## config.mk

```make
export PLATFORM = sky130hd
export DESIGN_NAME = resample_phase_scheduler_flat
export DESIGN_NICKNAME = d
export VERILOG_FILES = /design/src/rtl/resample_phase_scheduler_if.sv /design/src/rtl/resample_phase_scheduler.sv /design/src/flat_wrapper.sv
export SDC_FILE = /design/constraint.sdc
export NUM_CORES = 1
export LEC_CHECK = 0
export ABC_CLOCK_PERIOD_IN_PS = 2700
export CORE_AREA = 2 2 105 158
export DETAILED_ROUTE_END_ITERATION = 7
export DIE_AREA = 0 0 107 160
export PLACE_DENSITY = 0.8
export SLEW_MARGIN = 20
export SYNTH_ARGS = -nofsm -noshare
export SYNTH_HDL_FRONTEND = slang
export SYNTH_SLANG_ARGS = --single-unit
```

## constraint.sdc

```tcl
create_clock -name clk -period 2.7 [get_ports clk]
set_clock_uncertainty 0.1 [all_clocks]
set_input_delay 0.81 -clock clk [delete_from_list [all_inputs] [get_ports clk]]
set_output_delay 0.81 -clock clk [all_outputs]
set_load 0.01 [all_outputs]
```

## src/rtl/resample_phase_scheduler_if.sv

```systemverilog
// Command bus between the resample phase scheduler and its partners.
// Two independent 4-phase request/acknowledge channels:
//   phase channel   : ph_req / ph_ack carry ph_stream and ph_index to the MAC
//   advance channel : adv_req / adv_ack carry adv_stream to the input buffer
// Modports:
//   master : the scheduler (drives requests and payloads, receives acks)
//   slave  : the MAC / buffer side (receives requests, drives acks)
interface resample_phase_scheduler_if #(
   parameter int L_LOG          = 8,
   parameter int NR_STREAMS_LOG = 4
);
   logic                      ph_req;
   logic                      ph_ack;
   logic [NR_STREAMS_LOG-1:0] ph_stream;
   logic [L_LOG-1:0]          ph_index;
   logic                      adv_req;
   logic                      adv_ack;
   logic [NR_STREAMS_LOG-1:0] adv_stream;

   modport master (
      output ph_req, ph_stream, ph_index, adv_req, adv_stream,
      input  ph_ack, adv_ack
   );

   modport slave (
      input  ph_req, ph_stream, ph_index, adv_req, adv_stream,
      output ph_ack, adv_ack
   );
endinterface

```

## src/rtl/resample_phase_scheduler.sv

```systemverilog
// Sequencer for an L/M polyphase resampler (input buffer -> multiply/accumulate).
// Streams are served round-robin. For each stream's next output sample the
// coefficient phase is sent to the MAC, followed by as many input-advance
// commands to the buffer as that output consumes. Each stream keeps its own
// phase, so streams resample independently.
// Ports:
//   clk   : clock, rising edge
//   rst   : asynchronous active-low reset
//   en    : run enable, looked at only between output samples
//   bus   : master side of the phase / advance handshake channels
//   busy  : high whenever the sequencer is not idle
module resample_phase_scheduler #(
   parameter int L              = 160,
   parameter int L_LOG          = 8,
   parameter int M              = 147,
   parameter int M_LOG          = 8,
   parameter int NR_STREAMS     = 16,
   parameter int NR_STREAMS_LOG = 4
) (
   input  logic                              clk,
   input  logic                              rst,
   input  logic                              en,
   resample_phase_scheduler_if.master        bus,
   output logic                              busy
);

   // Wide enough for (L-1)+M without truncation.
   localparam int ACC_W = L_LOG + M_LOG + 1;

   typedef enum logic [2:0] {
      IDLE, LOAD, PH_REQ, PH_REL, ADV_CHK, ADV_REQ, ADV_REL, NEXT
   } state_t;

   state_t                    state_reg;
   logic [NR_STREAMS_LOG-1:0] s_reg;
   logic [L_LOG-1:0]          phase_reg [NR_STREAMS];
   logic [ACC_W-1:0]          acc_reg;
   logic                      ph_req_reg;
   logic                      adv_req_reg;
   logic [L_LOG-1:0]          ph_index_reg;
   logic [NR_STREAMS_LOG-1:0] ph_stream_reg;
   logic [NR_STREAMS_LOG-1:0] adv_stream_reg;

   always_ff @(posedge clk or negedge rst) begin
      if (!rst) begin
         state_reg      <= IDLE;
         s_reg          <= '0;
         acc_reg        <= '0;
         ph_req_reg     <= 1'b0;
         adv_req_reg    <= 1'b0;
         ph_index_reg   <= '0;
         ph_stream_reg  <= '0;
         adv_stream_reg <= '0;
         for (int i = 0; i < NR_STREAMS; i++) begin
            phase_reg[i] <= '0;
         end
      end else begin
         // Requests are a registered decode of the state, so each request
         // trails its state by one clock and drops one clock after leaving it.
         ph_req_reg  <= (state_reg == PH_REQ);
         adv_req_reg <= (state_reg == ADV_REQ);

         case (state_reg)
            IDLE: begin
               if (en) state_reg <= LOAD;
            end
            LOAD: begin
               ph_index_reg   <= phase_reg[s_reg];
               ph_stream_reg  <= s_reg;
               adv_stream_reg <= s_reg;
               acc_reg        <= ACC_W'(phase_reg[s_reg]) + ACC_W'(M);
               state_reg      <= PH_REQ;
            end
            PH_REQ: begin
               // An ack is only taken once our request is actually visible,
               // so a stale or early ack cannot complete a handshake.
               if (ph_req_reg && bus.ph_ack) state_reg <= PH_REL;
            end
            PH_REL: begin
               if (!bus.ph_ack) state_reg <= ADV_CHK;
            end
            ADV_CHK: begin
               if (acc_reg >= ACC_W'(L)) state_reg <= ADV_REQ;
               else                      state_reg <= NEXT;
            end
            ADV_REQ: begin
               if (adv_req_reg && bus.adv_ack) state_reg <= ADV_REL;
            end
            ADV_REL: begin
               if (!bus.adv_ack) begin
                  acc_reg   <= acc_reg - ACC_W'(L);
                  state_reg <= ADV_CHK;
               end
            end
            NEXT: begin
               // acc is below L here, i.e. (p+M) mod L.
               phase_reg[s_reg] <= acc_reg[L_LOG-1:0];
               s_reg <= (s_reg == NR_STREAMS_LOG'(NR_STREAMS - 1)) ? '0 : s_reg + 1'b1;
               state_reg <= en ? LOAD : IDLE;
            end
            default: state_reg <= IDLE;
         endcase
      end
   end

   assign bus.ph_req     = ph_req_reg;
   assign bus.ph_index   = ph_index_reg;
   assign bus.ph_stream  = ph_stream_reg;
   assign bus.adv_req    = adv_req_reg;
   assign bus.adv_stream = adv_stream_reg;
   assign busy           = (state_reg != IDLE);

endmodule

```

## src/flat_wrapper.sv

```systemverilog
// flat-port wrapper written by rule: the top's interface ports become plain ports
module resample_phase_scheduler_flat 
#(
   parameter int L              = 160,
   parameter int L_LOG          = 8,
   parameter int M              = 147,
   parameter int M_LOG          = 8,
   parameter int NR_STREAMS     = 16,
   parameter int NR_STREAMS_LOG = 4
)
  (clk, rst, en, busy, bus_ph_req, bus_ph_stream, bus_ph_index, bus_adv_req, bus_adv_stream, bus_ph_ack, bus_adv_ack);
  resample_phase_scheduler_if #(.L_LOG(L_LOG), .NR_STREAMS_LOG(NR_STREAMS_LOG)) bus_i ();
  input  logic clk;
  input  logic rst;
  input  logic en;
  output logic busy;
  output wire logic [$bits(bus_i.ph_req)-1:0] bus_ph_req;
  output wire logic [$bits(bus_i.ph_stream)-1:0] bus_ph_stream;
  output wire logic [$bits(bus_i.ph_index)-1:0] bus_ph_index;
  output wire logic [$bits(bus_i.adv_req)-1:0] bus_adv_req;
  output wire logic [$bits(bus_i.adv_stream)-1:0] bus_adv_stream;
  input wire logic [$bits(bus_i.ph_ack)-1:0] bus_ph_ack;
  input wire logic [$bits(bus_i.adv_ack)-1:0] bus_adv_ack;
  assign bus_ph_req = bus_i.ph_req;
  assign bus_ph_stream = bus_i.ph_stream;
  assign bus_ph_index = bus_i.ph_index;
  assign bus_adv_req = bus_i.adv_req;
  assign bus_adv_stream = bus_i.adv_stream;
  assign bus_i.ph_ack = bus_ph_ack;
  assign bus_i.adv_ack = bus_adv_ack;
  resample_phase_scheduler #(.L(L), .L_LOG(L_LOG), .M(M), .M_LOG(M_LOG), .NR_STREAMS(NR_STREAMS), .NR_STREAMS_LOG(NR_STREAMS_LOG)) u_core (.clk(clk), .rst(rst), .en(en), .bus(bus_i), .busy(busy));
endmodule
```

==> impl_metrics.py, run 1 <==
metrics = {
    "clock_tree": {
        "clk_pin_slew_ns": 0.07,
        "clock-sinks": 166,
        "cts-root-buf": "clkbuf_16",
        "htree_levels": 4,
        "cts_hold_buf": 0,
        "clockBufferDepth": 2,
        "clkLatencyLatePin_ns": 0.42,
        "tritoncts": "done",
        "numCtsBuffers": 17,
    },
    "die": {
        "initial_core_util": 0.486,
        "dieArea_sq_um": 17100,
        "coreArea_sq_um": 15900,
        "die_x_um": 107,
        "ios": 24,
        "die_h_um": 160,
        "rows": 57,
    },
    "logic_synthesis": {
        "syn_avg_cell_area_sq_um": 13.7,
        "yosysSeqAreaShare": 0.537,
        "synth_edf_count": 0,
        "syn_nets": 577,
        "synthCells": 566,
        "synth_ff_type": "dfrtp_1",
        "ys_seq_elements": 166,
        "synth_cell_types": 51,
        "async_flop_share": 1.00,
        "syn_area_sq_um": 7730,
        "ys_warn_count": 0,
    },
    "routing": {
        "drt_pass1_iterations": 5,
        "routed_wl_um": 18300,
        "drt_iter0_drc": 441,
        "post-route-drc-count": 0,
        "vias_per_cell": 6.02,
        "vias": 5102,
        "wl_per_cell_um": 21.6,
        "ant_nets": 0,
    },
    "setup_path": {
        "rr_worst_depth": 8,
        "rr_endpoint": "u_core.acc_reg[6]",
        "worstPathArrival_ns": 2.95,
        "criticalPathCategory": "reg -> reg",
        "r2r-start": "u_core.s_reg[0]",
        "cp_max_fo": 7,
        "cp-start-kind": "flop",
        "crit_path_start": "u_core.s_reg[0]",
        "crit_path_end_kind": "flop",
        "cp.required_ns": 2.95,
        "reg2reg_slack_ns": 0.006,
    },
    "sta": {
        "slew_headroom": 0.582,
        "fmax_ghz": 0.371,
        "worst_pin_slew_ns": 0.626,
        "setup_viol_count_final": 0,
        "fin_tns_setup_ns": 0,
        "slew_viol_final": 0,
        "holdWs_ns": 0.230,
        "hold_viol": 0,
        "min_period_ns": 2.69,
        "fin_crit_sh": 0.998,
    },
    "pwr": {
        "switchingPower_mw": 3.39,
        "seqPwrFrac": 0.359,
        "p_leak_nw": 4.27,
        "switching_share": 0.353,
        "pwr-share-clk": 0.252,
        "power.internal_mw": 6.23,
        "irDropWorstVdd_v": 0.000638,
        "p_per_area_nw_per_um2": 1040,
        "p_comb_frac": 0.389,
    },
    "finish": {
        "largest_register_ffs": 128,
        "design_area_sq_um": 9210,
        "fin_nets": 640,
        "num_antenna_cells": 0,
        "fillers": 1174,
        "drive_above_1_share": 0.411,
        "syn2layout_area_growth_pct": 19.2,
    },
    "global_routing": {
        "grt_max_degree": 59,
        "antenna_found_initial": 0,
        "overflow": 0,
        "grtUsageTotal": 0.223,
        "grt_pass1_wl_um": 29200,
        "grt_pass1_vias": 5400,
    },
    "job": {
        "cap_violations": 0,
    },
    "placed_design": {
        "gp_congestion": 0.882,
        "place_hpwl_um": 11900,
        "io_buffers": 23,
        "place_area_sq_um": 8440,
    },
    "run_status": {
        "status": "finished clean",
    },
    "worst_hold_path": {
        "hold_path_class": "in -> async",
    },
}
worst max path at each step:
stage                              to  slack (ns)
floorplan           u_core.acc_reg[6]        0.11
global placement    u_core.acc_reg[8]        0.12
detailed placement  u_core.acc_reg[8]         0.1
CTS                              busy        0.04
global route        u_core.acc_reg[6]       -0.07
finish              u_core.acc_reg[6]       0.006
power by group through the flow:
stage | combinational (mW) | clock, mW | sequential (mW)
floorplan | 2.20 | 0 | 3.35
global placement | 3.24 | 0 | 3.41
detailed placement | 3.34 | 0 | 3.46
CTS | 3.37 | 2.47 | 3.43
global route | 4.01 | 2.58 | 3.52
finish | 3.74 | 2.43 | 3.46
layout make-up:
cell class                      instances  area [sq um]  area share
Clock buffer                           18           429      0.0466
Clock inverter                         14           168      0.0182
Inverter                                5          18.8     0.00204
Multi-Input combinational cell        356          3400       0.370
Sequential cell                       166          4160       0.451
Tap cell                              206           258      0.0280
Timing Repair Buffer                   83           779      0.0846
timing repair:
| item | in CTS | in global routing |
|---|---|---|
| resized for setup | 0 | 15 |
| endpoints found under the hold margin | 0 | 0 |
| setup endpoints to repair | 0 | 5 |
| setup buffers | 0 | 9 |
through the flow:
step	cells	setup WS [ns]	util	power, mW
after floorplan	566	0.112	-	5.54
after global placement	805	0.123	0.531	6.65
after detailed placement	805	0.0999	0.531	6.80
after CTS	837	0.0436	0.568	9.26
after global routing	848	-0.0709	0.579	10.1
final	848	0.00612	0.579	9.63
kinds of logic (layout without fill, tap and decap cells):
kind of cell,count (synthesis),count (layout),synth area share
XOR/XNOR,13,13,0.0147
multiplexers,160,160,0.283
flip-flops,166,166,0.537
buffers and inverters,44,120,0.0277
AND/OR/NAND/NOR,109,109,0.0667
AO/OA/AOI/OAI,68,68,0.0612
adder cells (fa/ha/maj),6,6,0.00971
synth_stat cells, types with 2 or more instances:
library cell / count / area [sq um]
nor2_1: 28 / 105
a211oi_1: 2 / 15.0
or4_1: 4 / 30.0
a211o_1: 2 / 17.5
nand4_1: 4 / 25.0
a22oi_1: 5 / 37.5
mux4_1: 6 / 158
nor2b_1: 3 / 18.8
a22o_1: 8 / 70.1
nor3_1: 7 / 35.0
buf_2: 2 / 10.0
mux4_2: 26 / 586
a221oi_2: 3 / 45.0
o21ai_0: 24 / 120
ha_1: 6 / 75.1
o211ai_1: 2 / 15.0
buf_6: 2 / 22.5
mux2_2: 128 / 1440
clkbuf_1: 29 / 109
and3_1: 3 / 18.8
buf_4: 4 / 30.0
nand3_1: 4 / 20.0
o31ai_1: 3 / 22.5
xnor2_1: 8 / 70.1
nor3b_1: 3 / 22.5
xor2_1: 5 / 43.8
inv_1: 5 / 18.8
dfrtp_1: 166 / 4150
o41ai_1: 2 / 17.5
a21oi_1: 8 / 40.0
nand2_1: 40 / 150
nor2_2: 2 / 12.5
nand2b_1: 4 / 25.0
layout by cell type, fill, tap and decap left out, types with 3 or more instances in the layout:
cell type and n:
a21oi_1 7, a22o_1 8, a22oi_1 4, and3_1 3
buf_12 5, buf_4 53, clkbuf_16 19, clkdlybuf4s50_1 22
clkinv_4 4, dfrtp_1 164, ha_1 5, inv_1 5
inv_6 4, mux2_2 128, mux4_1 4, mux4_2 28
nand2_1 40, nand2b_1 4, nand3_1 4, nand4_1 4
nor2_1 27, nor2_2 3, nor3_1 7, nor3b_1 3
o21ai_0 22, o21ai_1 3, or4_1 4, xnor2_1 8
xor2_1 5
critical path, cell delays in order, from the launching register on:
cell,delay (ns)
dfrtp_2,0.49
buf_12,0.17
buf_4,0.11
mux4_2,0.50
a22o_1,0.22
a221oi_1,0.44
o31ai_2,0.21
a211o_1,0.32
nand3_1,0.07
layer usage:
layer,vias up,track usage,wire (um)
li1,2209,-,-
met1,2635,0.258,6680
met2,198,0.379,9880
met3,60,0.0424,767
met4,0,0.134,996
met5,-,0,0
Note: power is estimated with default switching activity, not from simulation.
==> run 2, diff against run 1 <==
Settings changed: HOLD_SLACK_MARGIN from default to 0.1.
==> results of run 2 <==
No change in the layout: final DEF, timing and power equal those of run 1.
==> run 3, diff against run 2 <==
Settings changed: ABC_CLOCK_PERIOD_IN_PS 2700 to default, PLACE_DENSITY 0.8 to 0.68.
==> run 3 against run 2 <==
Compared with the run above:
- via count down 4.5%
- count of clock-buffer cells in the layout up 1
- core utilization down 1.1 points
- sequential power up 2%
- maximum frequency up 4.0%
- cell area down 1.9%
- power down 6.1%
- sequential cell count unchanged
- non-clock buffer count down 11
==> impl_metrics.py, run 3 (synthesis gave the netlist of run 1 again) <==
metrics = {
    "setup_path": {
        "crit_path_end_kind": "flop",
        "reg2reg_slack_ns": 0.11,
        "cp-start-kind": "flop",
        "cp_slowest_cell": "mux4_2",
        "path_cells": "buf_12 -> mux4_2 -> a22o_1 -> a221o_1 -> or4_1 -> a31oi_1",
        "cp_max_fo": 16,
        "worstPathArrival_ns": 2.83,
        "cp.required_ns": 2.94,
        "max_stage_delay_ns": 0.54,
        "criticalPathCategory": "reg -> reg",
    },
    "clock_tree": {
        "cts-root-buf": "clkbuf_16",
        "clkLatencyLatePin_ns": 0.42,
        "numCtsBuffers": 17,
        "clockBufferDepth": 2,
        "clock-sinks": 166,
        "htree_levels": 4,
        "clk_pin_slew_ns": 0.07,
        "tritoncts": "done",
        "cts_hold_buf": 0,
    },
    "die": {
        "rows": 57,
        "coreArea_sq_um": 15900,
        "die_h_um": 160,
        "die_x_um": 107,
        "dieArea_sq_um": 17100,
        "ios": 24,
        "initial_core_util": 0.486,
    },
    "finish": {
        "drive_above_1_share": 0.391,
        "largest_register_ffs": 128,
        "num_antenna_cells": 0,
        "final_cell_mix": "dfrtp_1, mux2_2, buf_4, nand2_1, nor2_1",
        "final_common_cell": "dfrtp_1",
        "syn2layout_area_growth_pct": 16.9,
        "fin_nets": 629,
        "fillers": 1254,
    },
    "sta": {
        "fin_crit_sh": 0.959,
        "slew_viol_final": 0,
        "fmax_ghz": 0.386,
        "fin_ws_ns": 0.110,
        "fin_tns_setup_ns": 0,
        "worst_pin_slew_ns": 0.654,
        "setup_viol_count_final": 0,
        "hold_viol": 0,
        "min_period_ns": 2.59,
        "slew_headroom": 0.564,
    },
    "global_routing": {
        "antenna_found_initial": 0,
        "overflow": 0,
        "grtUsageTotal": 0.213,
        "grt_pass1_wl_um": 27900,
        "grt_pass1_vias": 5200,
        "grt_max_degree": 57,
    },
    "routing": {
        "post-route-drc-count": 0,
        "wl_per_cell_um": 20.6,
        "ant_nets": 0,
        "vias_per_cell": 5.82,
        "routed_wl_um": 17200,
        "drt_iter0_drc": 275,
        "vias": 4872,
        "drt_pass1_iterations": 4,
    },
    "pwr": {
        "irDropWorstVdd_v": 0.000574,
        "p_per_area_nw_per_um2": 1000,
        "p_total_mw": 9.04,
        "p_leak_nw": 4.18,
    },
    "placed_design": {
        "gp_congestion": 0.846,
        "post-place-ws_ns": 0.105,
        "io_buffers": 23,
        "place_hpwl_um": 12000,
    },
    "job": {
        "cap_violations": 0,
    },
    "worst_hold_path": {
        "hold_path_class": "in -> async",
    },
    "run_status": {
        "status": "finished clean",
    },
}
-- run 3: critical path, delay by kind of cell, from the launching register on --
kind	cells	cell delay, ns
compound gates	3	0.70
mux	1	0.54
simple gates	1	0.51
flops	1	0.46
buf+inv	1	0.20
-- run 3: path summary, 6_finish.rpt --
path / to / cells after the start / start
setup / recovery: u_core.acc_reg[7] / 6 / u_core.s_reg[0]
hold / removal: u_core.acc_reg[11] / 1 / rst
setup reg to reg: u_core.acc_reg[7] / 6 / u_core.s_reg[0]
hold reg to reg: u_core.bus.ph_index[5] / 2 / u_core.bus.ph_index[5]
max in group asynchronous: u_core.phase_reg[19] / 2 / rst
min in group clk: u_core.bus.ph_index[5] / 2 / u_core.bus.ph_index[5]
-- run 3: what timing repair did --
item,in CTS,in global routing
cloned,0,0
setup endpoints to repair,1,3
resized for setup,3,5
hold endpoints to repair,0,0
buffers inserted,1,0
-- run 3: cell type report --
type / count / area, sq um / share of cell area
timing repair buffer: 72 / 673 / 0.0745
inverter: 5 / 18.8 / 0.00208
tap: 206 / 258 / 0.0285
multi-input combinational: 356 / 3400 / 0.376
clock buffer: 19 / 433 / 0.0479
clock inverter: 13 / 100 / 0.0111
sequential: 166 / 4160 / 0.460
-- run 3: power breakdown --
group	total [mW]	internal (mW)	leakage, nW	switching (mW)
Combinational	3.31	1.63	1.69	1.68
Sequential	3.52	3.03	2.24	0.491
Clock	2.21	1.19	0.252	1.02
Total	9.04	5.84	4.18	3.20
-- run 3: stage by stage --
| step | utilization | area (sq um) | instances | hold WS (ns) |
|---|---|---|---|---|
| floorplan | - | 7730 | 566 | 0.372 |
| global route | 0.568 | 9040 | 837 | 0.268 |
| CTS | 0.566 | 9010 | 837 | 0.250 |
| global placement | 0.532 | 8470 | 804 | 0.363 |
| detailed placement | 0.532 | 8470 | 804 | 0.372 |
| finish | 0.568 | 9040 | 837 | 0.231 |
-- run 3: metal layers --
metal  vias up  global-route usage  routed length, um
met5         -                   0                  0
met4         0              0.0915                596
met3        35              0.0376                651
met2       128               0.370               9160
met1      2529               0.257               6820
li1       2180                   -                  -
